[config.mk]
export PLATFORM = sky130hd
export DESIGN_NAME = nios_fprint_dct_pack_ctrl
export DESIGN_NICKNAME = d
export VERILOG_FILES = /design/src/rtl/nios_fprint_dct_pkg.sv /design/src/rtl/nios_fprint_dct_out_reg.sv /design/src/rtl/nios_fprint_dct_pack_ctrl.sv
export SDC_FILE = /design/constraint.sdc
export NUM_CORES = 1
export LEC_CHECK = 0
export ABC_CLOCK_PERIOD_IN_PS = 7100
export CELL_PAD_IN_SITES_DETAIL_PLACEMENT = 2
export CELL_PAD_IN_SITES_GLOBAL_PLACEMENT = 2
export CORE_MARGIN = 4
export CORE_UTILIZATION = 30
export CTS_CLUSTER_DIAMETER = 200
export DETAILED_ROUTE_END_ITERATION = 10
export PLACE_DENSITY = 0.76
export SLEW_MARGIN = 20
export SYNTH_ARGS = -nofsm -noshare
export SYNTH_HDL_FRONTEND = slang
export SYNTH_SLANG_ARGS = --single-unit
[constraint.sdc]
create_clock -name clk -period 7.1 [get_ports clk]
set_clock_uncertainty 0.2 [all_clocks]
set_input_delay 1.42 -clock clk [delete_from_list [all_inputs] [get_ports clk]]
set_output_delay 1.42 -clock clk [all_outputs]
set_load 0.005 [all_outputs]
[src/rtl/nios_fprint_dct_pkg.sv]
// Shared types and sizing for the OCI trace DCT packer.
// Holds the fill FSM states and the atom insert helper.
package nios_fprint_dct_pkg;

    localparam int ATOM_W         = 3;
    localparam int ATOMS_PER_WORD = 10;
    localparam int BUF_W          = ATOM_W * ATOMS_PER_WORD;
    localparam int CNT_W          = 4;
    localparam int DROP_CNT_W     = 16;

    typedef enum logic [1:0] {
        FILL  = 2'd0,
        FULL  = 2'd1,
        FLUSH = 2'd2,
        ENDED = 2'd3
    } dct_state_t;

    function automatic logic [BUF_W-1:0] pack_atom(
        input logic [BUF_W-1:0]  b,
        input logic [ATOM_W-1:0] a,
        input logic [CNT_W-1:0]  slot
    );
        logic [BUF_W-1:0] r;
        r = b;
        for (int i = 0; i < ATOMS_PER_WORD; i++) begin
            if (slot == CNT_W'(i)) begin
                r[i*ATOM_W +: ATOM_W] = a;
            end
        end
        return r;
    endfunction

endpackage

[src/rtl/nios_fprint_dct_out_reg.sv]
// One-entry output register for packed DCT words.
// Loads only when free; holds data/count frozen while the sink stalls.
module nios_fprint_dct_out_reg
    import nios_fprint_dct_pkg::*;
(
    input  logic             clk,
    input  logic             rst_n,
    input  logic             load_i,
    input  logic [BUF_W-1:0] data_i,
    input  logic [CNT_W-1:0] count_i,
    input  logic             ready_i,
    output logic             free_o,
    output logic             valid_o,
    output logic [BUF_W-1:0] data_o,
    output logic [CNT_W-1:0] count_o
);

    logic             valid_q;
    logic [BUF_W-1:0] data_q;
    logic [CNT_W-1:0] count_q;

    assign free_o  = !valid_q || ready_i;
    assign valid_o = valid_q;
    assign data_o  = data_q;
    assign count_o = count_q;

    always_ff @(posedge clk or negedge rst_n) begin
        if (!rst_n) begin
            valid_q <= 1'b0;
            data_q  <= '0;
            count_q <= '0;
        end else if (free_o) begin
            valid_q <= load_i;
            if (load_i) begin
                data_q  <= data_i;
                count_q <= count_i;
            end
        end
    end

endmodule

[src/rtl/nios_fprint_dct_pack_ctrl.sv]
// OCI trace DCT packer: fills 10x3-bit atoms, hands words off, runs flush.
// Optional macro DCT_DROP_CNT_EN adds a saturating dropped-atom counter.
module nios_fprint_dct_pack_ctrl
    import nios_fprint_dct_pkg::*;
(
    input  logic        clk,
    input  logic        reset_n,
    input  logic        atom_valid,
    input  logic [2:0]  atom_data,
    input  logic        flush_req,
    output logic [29:0] dct_buffer,
    output logic [3:0]  dct_count,
    output logic        word_valid,
    output logic [29:0] word_data,
    output logic [3:0]  word_count,
    input  logic        word_ready,
    output logic        flush_done,
    output logic        busy,
    output logic [15:0] drop_count
);

    dct_state_t       state_q, state_d;
    logic [BUF_W-1:0] buf_q, buf_d;
    logic [CNT_W-1:0] cnt_q, cnt_d;
    logic             flush_q;

    logic             out_free;
    logic             load;
    logic [BUF_W-1:0] load_data;
    logic [CNT_W-1:0] load_cnt;
    logic             flush_rise;
    logic [BUF_W-1:0] buf_ins;
    logic [CNT_W-1:0] cnt_ins;

    assign flush_rise = flush_req && !flush_q;
    assign buf_ins    = pack_atom(buf_q, atom_data, cnt_q);
    assign cnt_ins    = cnt_q + CNT_W'(1);

    always_ff @(posedge clk or negedge reset_n) begin
        if (!reset_n) begin
            state_q <= FILL;
            buf_q   <= '0;
            cnt_q   <= '0;
            flush_q <= 1'b0;
        end else begin
            state_q <= state_d;
            buf_q   <= buf_d;
            cnt_q   <= cnt_d;
            flush_q <= flush_req;
        end
    end

    always_comb begin
        state_d   = state_q;
        buf_d     = buf_q;
        cnt_d     = cnt_q;
        load      = 1'b0;
        load_data = buf_q;
        load_cnt  = cnt_q;
        unique case (state_q)
            FILL: begin
                if (atom_valid) begin
                    if (cnt_ins == CNT_W'(ATOMS_PER_WORD)) begin
                        if (out_free) begin
                            load      = 1'b1;
                            load_data = buf_ins;
                            load_cnt  = cnt_ins;
                            buf_d     = '0;
                            cnt_d     = '0;
                        end else begin
                            buf_d   = buf_ins;
                            cnt_d   = cnt_ins;
                            state_d = FULL;
                        end
                    end else begin
                        buf_d = buf_ins;
                        cnt_d = cnt_ins;
                    end
                end
                if (flush_rise) begin
                    state_d = FLUSH;
                end
            end
            FULL: begin
                // Draining frees slot 0 for an atom arriving the same cycle.
                if (out_free) begin
                    load    = 1'b1;
                    state_d = FILL;
                    if (atom_valid) begin
                        buf_d = pack_atom('0, atom_data, '0);
                        cnt_d = CNT_W'(1);
                    end else begin
                        buf_d = '0;
                        cnt_d = '0;
                    end
                end
                if (flush_rise) begin
                    state_d = FLUSH;
                end
            end
            FLUSH: begin
                if (cnt_q != '0) begin
                    if (out_free) begin
                        load  = 1'b1;
                        buf_d = '0;
                        cnt_d = '0;
                    end
                end else if (!word_valid) begin
                    state_d = ENDED;
                end
            end
            ENDED: begin
                if (!flush_req) begin
                    state_d = FILL;
                end
            end
            default: state_d = FILL;
        endcase
    end

    nios_fprint_dct_out_reg u_out_reg (
        .clk     (clk),
        .rst_n   (reset_n),
        .load_i  (load),
        .data_i  (load_data),
        .count_i (load_cnt),
        .ready_i (word_ready),
        .free_o  (out_free),
        .valid_o (word_valid),
        .data_o  (word_data),
        .count_o (word_count)
    );

    assign dct_buffer = buf_q;
    assign dct_count  = cnt_q;
    assign flush_done = (state_q == ENDED);
    assign busy       = (cnt_q != '0) || word_valid;

`ifdef DCT_DROP_CNT_EN
    logic                  drop_inc;
    logic [DROP_CNT_W-1:0] drop_q, drop_d;

    always_comb begin
        drop_inc = atom_valid &&
                   ((state_q == FLUSH) ||
                    ((state_q == FULL) && !out_free));
        drop_d = drop_q;
        if (drop_inc && (drop_q != '1)) begin
            drop_d = drop_q + DROP_CNT_W'(1);
        end
    end

    always_ff @(posedge clk or negedge reset_n) begin
        if (!reset_n) begin
            drop_q <= '0;
        end else begin
            drop_q <= drop_d;
        end
    end

    assign drop_count = drop_q;
`else
    assign drop_count = '0;
`endif

endmodule

==> results.txt, run 1 <==
The data required time of the critical path was 5.48 ns; the number of placed instances, taps included was 530. Setup repair after global routing left no endpoint under its margin. For the insertion delay to the later sink of the worst-skew pair, the log shows 0.33 ns.

The run gives 2853 as the count of vias placed by the detailed router. The area after detailed placement is 4384 µm², and the per-cell via count in the routed design is 5.225. The clock tree synthesis step divided the H-tree into 3 levels.

The area of the mapped netlist came out at 3551 µm². Traced cell by cell, the critical path runs through inv_1 -> ha_1 -> or3b_4 -> or2_4 -> clkdlybuf4s50_1. Across the run, the number of max-cap violations was 0. TritonCTS built the clock tree.

For the final hold violation count, the log shows 0. The cell depth of the worst flop-to-flop path works out to 7. The synthesized netlist devotes 2.819% of its cell area to adder and majority cells. For this run, asynchronously set or reset flops after synthesis account for 100.0%. The detail route stage leaves a number of antenna-violating nets equal to 0. Of the total synthesized cell area, the portion taken by AND, OR, NAND and NOR gates is 12.23%. The number of buffers inserted during clock tree synthesis was 9. The tools report the cell-internal power as 1.393 mW. Each instance of the synthesized netlist takes up on average 10.96 µm². The tools report the remaining max-slew budget at the tightest pin as 36.97%. After routing the design area is 4706 µm². The die is 116.8 µm tall.

For this run, design rule violations remaining after detail routing come to 0. Number of placement rows: 39. Once the clock tree was built, the resizer swapped 0 gates to a different size. For this block, wires on met1 add up to 4713 µm. Dividing total power by cell area gives a power density of 486.1 nW/µm².

For this configuration, the core starts out at a cell density of 30.83%. The cell count after synthesis came out at 324. Signal routing reaches up to met4. The largest single stage delay on the critical path is 0.51 ns. Largest family of logic cells by synthesized area: compound AO/OA/AOI/OAI gates.

Summed over all layers, the global routing overflow is 0. The multi-input combinational cells in the finished layout cover a total of 1558 µm². The flow ran to the end, and the final reports show no timing, DRC or antenna violations.

OpenSTA, run right after detailed placement, puts the worst setup slack at 2.694 ns. The area fraction of the dominant cell type after synthesis was 50.74%. The actual transition at the worst max-transition pin came out at 0.9454 ns. For the global-route wire length before repair, the log shows 17500 µm. Detailed-routed wire length on met2: 5769 µm. The clock network burns 21.5% of the power. The largest net degree at the start of global routing came out at 73. Before antenna repair, the detailed router went through 4 iterations. The instance count along the most critical hold path was 1. The routed design could run at a clock period as short as 4.212 ns. During I/O placement, the number of pins put on the boundary was 95. The tools report the type of destination of the critical path as an output pin. In the final layout, flip-flops and latches occupy 1802 µm².

Relative to the synthesized area, the layout overhead comes to 32.52%. Across the VDD grid, the largest voltage drop is 0.1620 mV. Library cell contributing the largest single delay on the critical path: dfrtp_1.

After clock tree synthesis, the setup repair step added 0 buffers. Port buffering added 78 buffers. Multiplexer cells account for 9.197% of the synthesized area. In this run the standard cell core region covers 11520 µm².

Max-slew violation total from the final report: 0. The logs give 1226 for the final-layout fill cell count and 30.0% for the sequential power share. The post-layout instance count excluding filler cells was 546.

The clock passes through at most 2 buffers. The sort of element at the start of the critical path was a register. The compound-gate portion of the synthesized area came out at 17.94%.

In the synthesized netlist the dominant register cell turns out to be dfrtp_1. The number of antenna violations at the first check in global routing is 0. Overall routing resource usage: 16.75%. The number of synthesized flops with an enable pin was 0. For this design the static power due to leakage is 2.063 nW. Largest fanout of any net on the critical path: 10. For this run, the register share of the synthesized area comes to 50.74%. The floorplan step defined a die boundary enclosing 13640 µm². Clock tree synthesis found a total of 72 sinks. The switching share of power was 39.09%; the final routed wire length divided by cell count was 20.15 µm. In the detailed route, the total length drawn on met3 is 367 µm.

Cell type contributing the most total cell area after synthesis: dfrtp_1. The number of violations reported at the end of detailed-routing iteration 0 is 90, and the share of layout cells above drive strength 1 is 8.437%. The tools report the via count of the first global-routing pass as 3123.

For this design the total switching power over the nets is 0.8941 mW. Clock tree synthesis selected as its root buffer the cell clkbuf_16. The antenna diode count was 0. For this run, the post-layout net count is 414.

The type of the worst min-delay path is register to register. The run gives 0.8243 as the weighted congestion reported at the end of routability-driven placement. The worst path uses 59.33% of the clock period.

The floorplan step set the die width to 116.8 µm. The post-route worst setup slack came out at 2.888 ns. Per report_power, the combinational group accounts for 48.5% of the total. The Yosys step of the flow raised 0 warnings. After synthesis, the netlist uses 52 different library cells. Data on the critical path arrives at its endpoint at 2.59 ns. Detailed placement finished with a half-perimeter wire length of 7596 µm.

The final total negative setup slack is 0 ns. Synthesis inferred 72 register bits. Wires add up to 11000 µm. The synthesized netlist devotes 0% of its cell area to XOR and XNOR gates. Setup violations remaining at the end of the flow were counted as 0. The worst setup path is of the register to output pin kind. Clock-pin slew was measured on the worst setup and hold paths at 0.06 ns. By area the synthesized netlist is led by dfrtp_1, mux2i_1, o2bb2ai_1. Static timing analysis puts the maximum clock frequency at 237.4 MHz. For the hold buffer count at cts, the log shows 0.
[state kept, by name, indices dropped and copies added, names as in the netlist]
signal             count
flush_q                1
dct_buffer            30
dct_count              4
u_out_reg.valid_o      1
u_out_reg.data_o      30
u_out_reg.count_o      4
state_q                2
[Yosys cell counts (all sizes together) (2+ instances only)]
cell type / count
a211oi: 2
a32o: 9
a21oi: 20
o2bb2ai: 15
o21a: 3
nor2: 24
buf: 27
mux2: 13
and2: 11
nor3b: 5
o2111ai: 2
a22o: 5
inv: 12
a31oi: 5
nand4: 4
nand2b: 3
nor4: 4
dfrtp: 72
clkbuf: 6
nand3: 5
o21ai: 17
mux2i: 18
nor2b: 3
nor3: 2
nand2: 14
or2: 2
ha: 8
a21boi: 2
[worst max-delay path: cells and delay by family (launching register included)]
family,cells,cell delay (ns)
buffers and inverters,2,0.64
flip-flops,1,0.51
AND/OR/NAND/NOR,2,0.72
adder cells (fa/ha/maj),1,0.40
[placed cells by master, fill, tap and decap left out, types with 5 or more instances in the layout]
cell / synthesis / layout
clkdlybuf4s50_1: 0 / 77
dfrtp_1: 72 / 72
nor2_1: 24 / 24
a21oi_1: 19 / 19
mux2i_1: 18 / 18
conb_1: 1 / 16
o2bb2ai_1: 15 / 15
nand2_1: 14 / 14
o21ai_0: 14 / 14
inv_1: 12 / 12
and2_1: 9 / 9
a32o_1: 9 / 9
clkbuf_16: 0 / 9
ha_1: 8 / 8
mux2_1: 7 / 7
mux2_2: 6 / 6
a22o_1: 5 / 5
nand3_1: 5 / 5
[power groups by stage]
| stage | Sequential, mW | Clock (mW) | Combinational [mW] |
|---|---|---|---|
| 6_report | 0.686 | 0.491 | 1.11 |
| 5_1_grt | 0.711 | 0.524 | 1.23 |
| 4_1_cts | 0.689 | 0.504 | 1.13 |
| 3_5_place_dp | 0.693 | 0 | 1.11 |
| 3_3_place_gp | 0.684 | 0 | 1.07 |
| 2_1_floorplan | 0.663 | 0 | 0.635 |
[metrics by stage]
| stage | utilization, % | power (mW) | hold WS (ns) |
|---|---|---|---|
| floorplan | - | 1.298 | 0.2824 |
| global placement | 38.07 | 1.754 | 0.2709 |
| detailed placement | 38.07 | 1.804 | 0.2782 |
| CTS | 40.86 | 2.322 | 0.2920 |
| global route | 40.86 | 2.465 | 0.3177 |
| finish | 40.86 | 2.287 | 0.2896 |
[worst paths after layout]
check	slack, ns	start	to
worst max-delay path	2.89	dct_count[0]	busy
min in group asynchronous	1.03	reset_n	u_out_reg.data_o[0]
worst max register to register	3.58	dct_count[1]	u_out_reg.data_o[0]
max in group asynchronous	5.04	reset_n	dct_buffer[4]
worst min register to register	0.29	u_out_reg.data_o[11]	u_out_reg.data_o[11]
worst min-delay path	0.29	u_out_reg.data_o[11]	u_out_reg.data_o[11]
[cell families (layout without fill, tap and decap cells)]
| logic type | Yosys count | after routing |
|---|---|---|
| mux | 31 | 31 |
| fa+ha+maj | 8 | 8 |
| other cells | 1 | 16 |
| compound gates | 87 | 87 |
| simple gates | 80 | 80 |
| flops | 72 | 72 |
| buf+inv | 45 | 109 |
[final cells by class]
class,instances,share of cell area (%)
clock buffer,10,5.078
clock inverter,6,1.755
inverter,12,0.9572
multi-input combinational,222,33.10
sequential,72,38.29
tap,143,3.802
timing repair buffer,81,17.02
[metal layers]
metal,up-vias,track usage (%)
met5,-,0
met3,11,2.776
met4,0,5.046
met2,68,29.92
li1,1284,-
met1,1490,20.70
Power figures use the tool's default switching activity.
==> inputs of run 2 (changes only) <==
--- a/config.mk
+++ b/config.mk
@@ -5,14 +5,14 @@
 export SDC_FILE = /design/constraint.sdc
 export NUM_CORES = 1
 export LEC_CHECK = 0
-export ABC_CLOCK_PERIOD_IN_PS = 7100
+export ABC_CLOCK_PERIOD_IN_PS = 3800
 export CELL_PAD_IN_SITES_DETAIL_PLACEMENT = 2
 export CELL_PAD_IN_SITES_GLOBAL_PLACEMENT = 2
 export CORE_MARGIN = 4
-export CORE_UTILIZATION = 30
+export CORE_UTILIZATION = 27
 export CTS_CLUSTER_DIAMETER = 200
 export DETAILED_ROUTE_END_ITERATION = 10
-export PLACE_DENSITY = 0.76
+export PLACE_DENSITY = 0.72
 export SLEW_MARGIN = 20
 export SYNTH_ARGS = -nofsm -noshare
 export SYNTH_HDL_FRONTEND = slang
==> constraint.sdc (replaced) <==
create_clock -name clk -period 3.8 [get_ports clk]
set_clock_uncertainty 0.2 [all_clocks]
set_input_delay 0.76 -clock clk [delete_from_list [all_inputs] [get_ports clk]]
set_output_delay 0.76 -clock clk [all_outputs]
set_load 0.005 [all_outputs]
==> results.txt, run 2 (synthesis results as in run 1) <==
The flow ran to the end, and the final reports show no timing, DRC or antenna violations. Max-slew violation total from the final report: 0 (unchanged). The tools report the count of vias placed by the detailed router as 2790 (-2.2%).

The logs give 0.7918 (-3.9%) for the weighted congestion reported at the end of routability-driven placement and 49.1% (+0.6 points) for the proportion of power drawn by combinational gates. Post-layout instance count excluding filler cells: 581 (+6.4%). The most frequent standard cell in the layout excluding fill and tap cells was clkdlybuf4s50_1.

In the layout the commonest cells are clkdlybuf4s50_1, dfrtp_1, nor2_1. The tools report the largest net degree at the start of global routing as 73 (unchanged). The tools report the capture instance of the worst register-to-register path as u_out_reg.data_o[14]. The largest fanout of any net on the critical path works out to 10 (unchanged). The cell-internal power is 2.658 mW (+91%), and the total wire length is 10660 µm (-3.1%). The maximum count of clock buffers along a single path was 2 (unchanged). The final critical path takes up 90.53% of the cycle. Final hold slack: 0.2907 ns (+0.001078 ns). Final hold violation count: 0 (unchanged).

The total iterations of the first detailed-routing run was 4 (unchanged). The max-cap violation count was 0 (unchanged); the overall die height was 122.7 µm (+5.0%). The worst register-to-register path begins at dct_count[1]. The total power divided by cell area is 897.3 nW/µm² (+85%), and the net switching power figure is 1.654 mW (+85%).

The number of post-CTS setup repair buffers is 0 (unchanged), and the number of port buffers is 78 (unchanged). The total power is 4.312 mW (+89%), and the switching share of power is 38.36% (-0.73 points). The number of violations reported at the end of detailed-routing iteration 0 was 147 (+63%). The per-cell via count in the routed design was 4.802 (-8.1%); the die boundary width was 122.7 µm (+5.0%). The overall routing resource usage was 14.99% (-1.8 points); the shortest clock period the worst path allows after layout was 3.440 ns. For the worst-case vdd ir drop, the log shows 0.2570 mV (+59%). Setup repair after global routing left no endpoint under its margin.

The startpoint of the worst hold path was u_out_reg.data_o[10]. For the number of antenna violations at the first check in global routing, the log shows 0 (unchanged). The type of destination of the critical path was an output pin. For the initial standard-cell utilization of the core, the log shows 27.80% (-3.0 points). The logs give 35.69% (-1.3 points) for the remaining max-slew budget at the tightest pin and 290.7 MHz for the highest clock rate. The logs give 72 (unchanged) for the number of sinks on the clock net and 29.3% (-0.7 points) for the sequential power share. The number of buffers inserted during clock tree synthesis was 9 (unchanged); the cell depth of the worst flop-to-flop path was 7 (unchanged). The number of gates resized after cts is 0 (unchanged), and the final total negative setup slack is 0 ns (unchanged). The antenna diode count was 0 (unchanged).

The instance count along the most critical hold path is 1 (unchanged). The buffer type at the clock tree root is clkbuf_16. The run gives 15050 µm² (+10%) as the overall die area. The type of the worst min-delay path is register to register. The number of placed instances, taps included is 565 (+6.6%), and the clock-pin slew on the worst setup and hold paths is 0.06 ns (about the same). Global-route wire length before repair: 17420 µm (-0.47%). TritonCTS built the clock tree.

Via count of the first global-routing pass: 3080 (-1.4%). The number of levels in the clock H-tree came out at 3 (unchanged). The logs give 0 (unchanged) for the hold buffer count at cts and 2.48 ns (-0.11 ns) for the worst endpoint data arrival time. Actual transition at the worst max-transition pin: 0.9647 ns (+0.01930 ns). For hold timing, the worst endpoint is u_out_reg.data_o[10].

The worst setup path is of the register to output pin kind. The net count reported at finish is 420 (+1.4%), and the number of DRC violations after detailed routing is 0 (unchanged). The worst setup path is launched from a register. The remaining antenna violation count after routing is 0 (unchanged). The run gives 7787 µm (+2.5%) as the half-perimeter wire length after placement. Setup slack on the worst flop-to-flop path: 1.05 ns (-2.53 ns). The logs give 2.84 ns (-2.64 ns) for the data required time of the critical path and 95 (unchanged) for the number of I/O pins.

The total setup violations reported at the end of the flow was 0 (unchanged); the share of layout cells above drive strength 1 was 9.780% (+1.3 points). The synthesis-to-layout area growth is 35.34%, and the remaining global-route overflow is 0 (unchanged). The logs give 2.101 nW (+1.9%) for the leakage dissipation and 12770 µm² (+11%) for the placeable core region. The number of placement rows came out at 41 (+5.1%). The tools report the final core utilization as 37.62% (-3.2 points). The insertion delay to the later sink of the worst-skew pair was 0.34 ns (about the same).

The final routed wire length divided by cell count is 18.34 µm (-9.0%), and the part of the total power dissipated in the clock network is 21.6% (about the same).
## run 2: changes by cell type in the layout (fill, tap and decap cells not counted)
cell / change
clkinvlp_4: -1
inv_6: +1
clkinv_2: -2
buf_12: +1
buf_2: +1
clkinv_4: +2
buf_4: +4
## run 2: worst max path at each step
stage                            start              endpoint  depth (start not counted)
after global placement    dct_count[1]                  busy                          5
final                     dct_count[0]                  busy                          5
after CTS                 dct_count[0]                  busy                          5
after detailed placement  dct_count[0]                  busy                          5
after floorplan           dct_count[0]  u_out_reg.data_o[10]                          7
after global routing      dct_count[0]                  busy                          5
## run 2: layer usage
layer  track usage, %  wire [µm]  vias up
met5                0          0        -
met4            5.668        187        0
met3            2.857        416       15
met2            24.94       5182       63
met1            19.27       4871     1403
li1                 -          -     1309
## run 2: stage by stage
step	instance area [µm²]	setup WS [ns]
2_1_floorplan	3607	1.327
3_3_place_gp	4476	0.7678
3_5_place_dp	4476	0.7203
4_1_cts	4806	0.3436
5_1_grt	4806	0.2531
6_report	4806	0.3599
## run 2: final cells by class
type,instances,area (µm²)
Fill cell,1328,7968
Timing Repair Buffer,87,855.8
Tap cell,172,215.2
Multi-Input combinational cell,222,1558
Inverter,12,45.04
Clock buffer,10,239.0
Clock inverter,6,91.34
Sequential cell,72,1802
## run 2: power by group through the flow
stage,combinational [mW],clock (mW),sequential (mW)
after global placement,2.08,0,1.27
after CTS,2.17,0.965,1.27
after global routing,2.37,0.993,1.31
after detailed placement,2.16,0,1.28
after floorplan,1.19,0,1.24
final,2.12,0.932,1.26
## run 2: worst max-delay path: stages (launching register included)
cell and delay, ns:
dfrtp_1 0.48, inv_1 0.17, ha_1 0.34, or3b_4 0.46, or2_4 0.25, clkdlybuf4s50_1 0.44
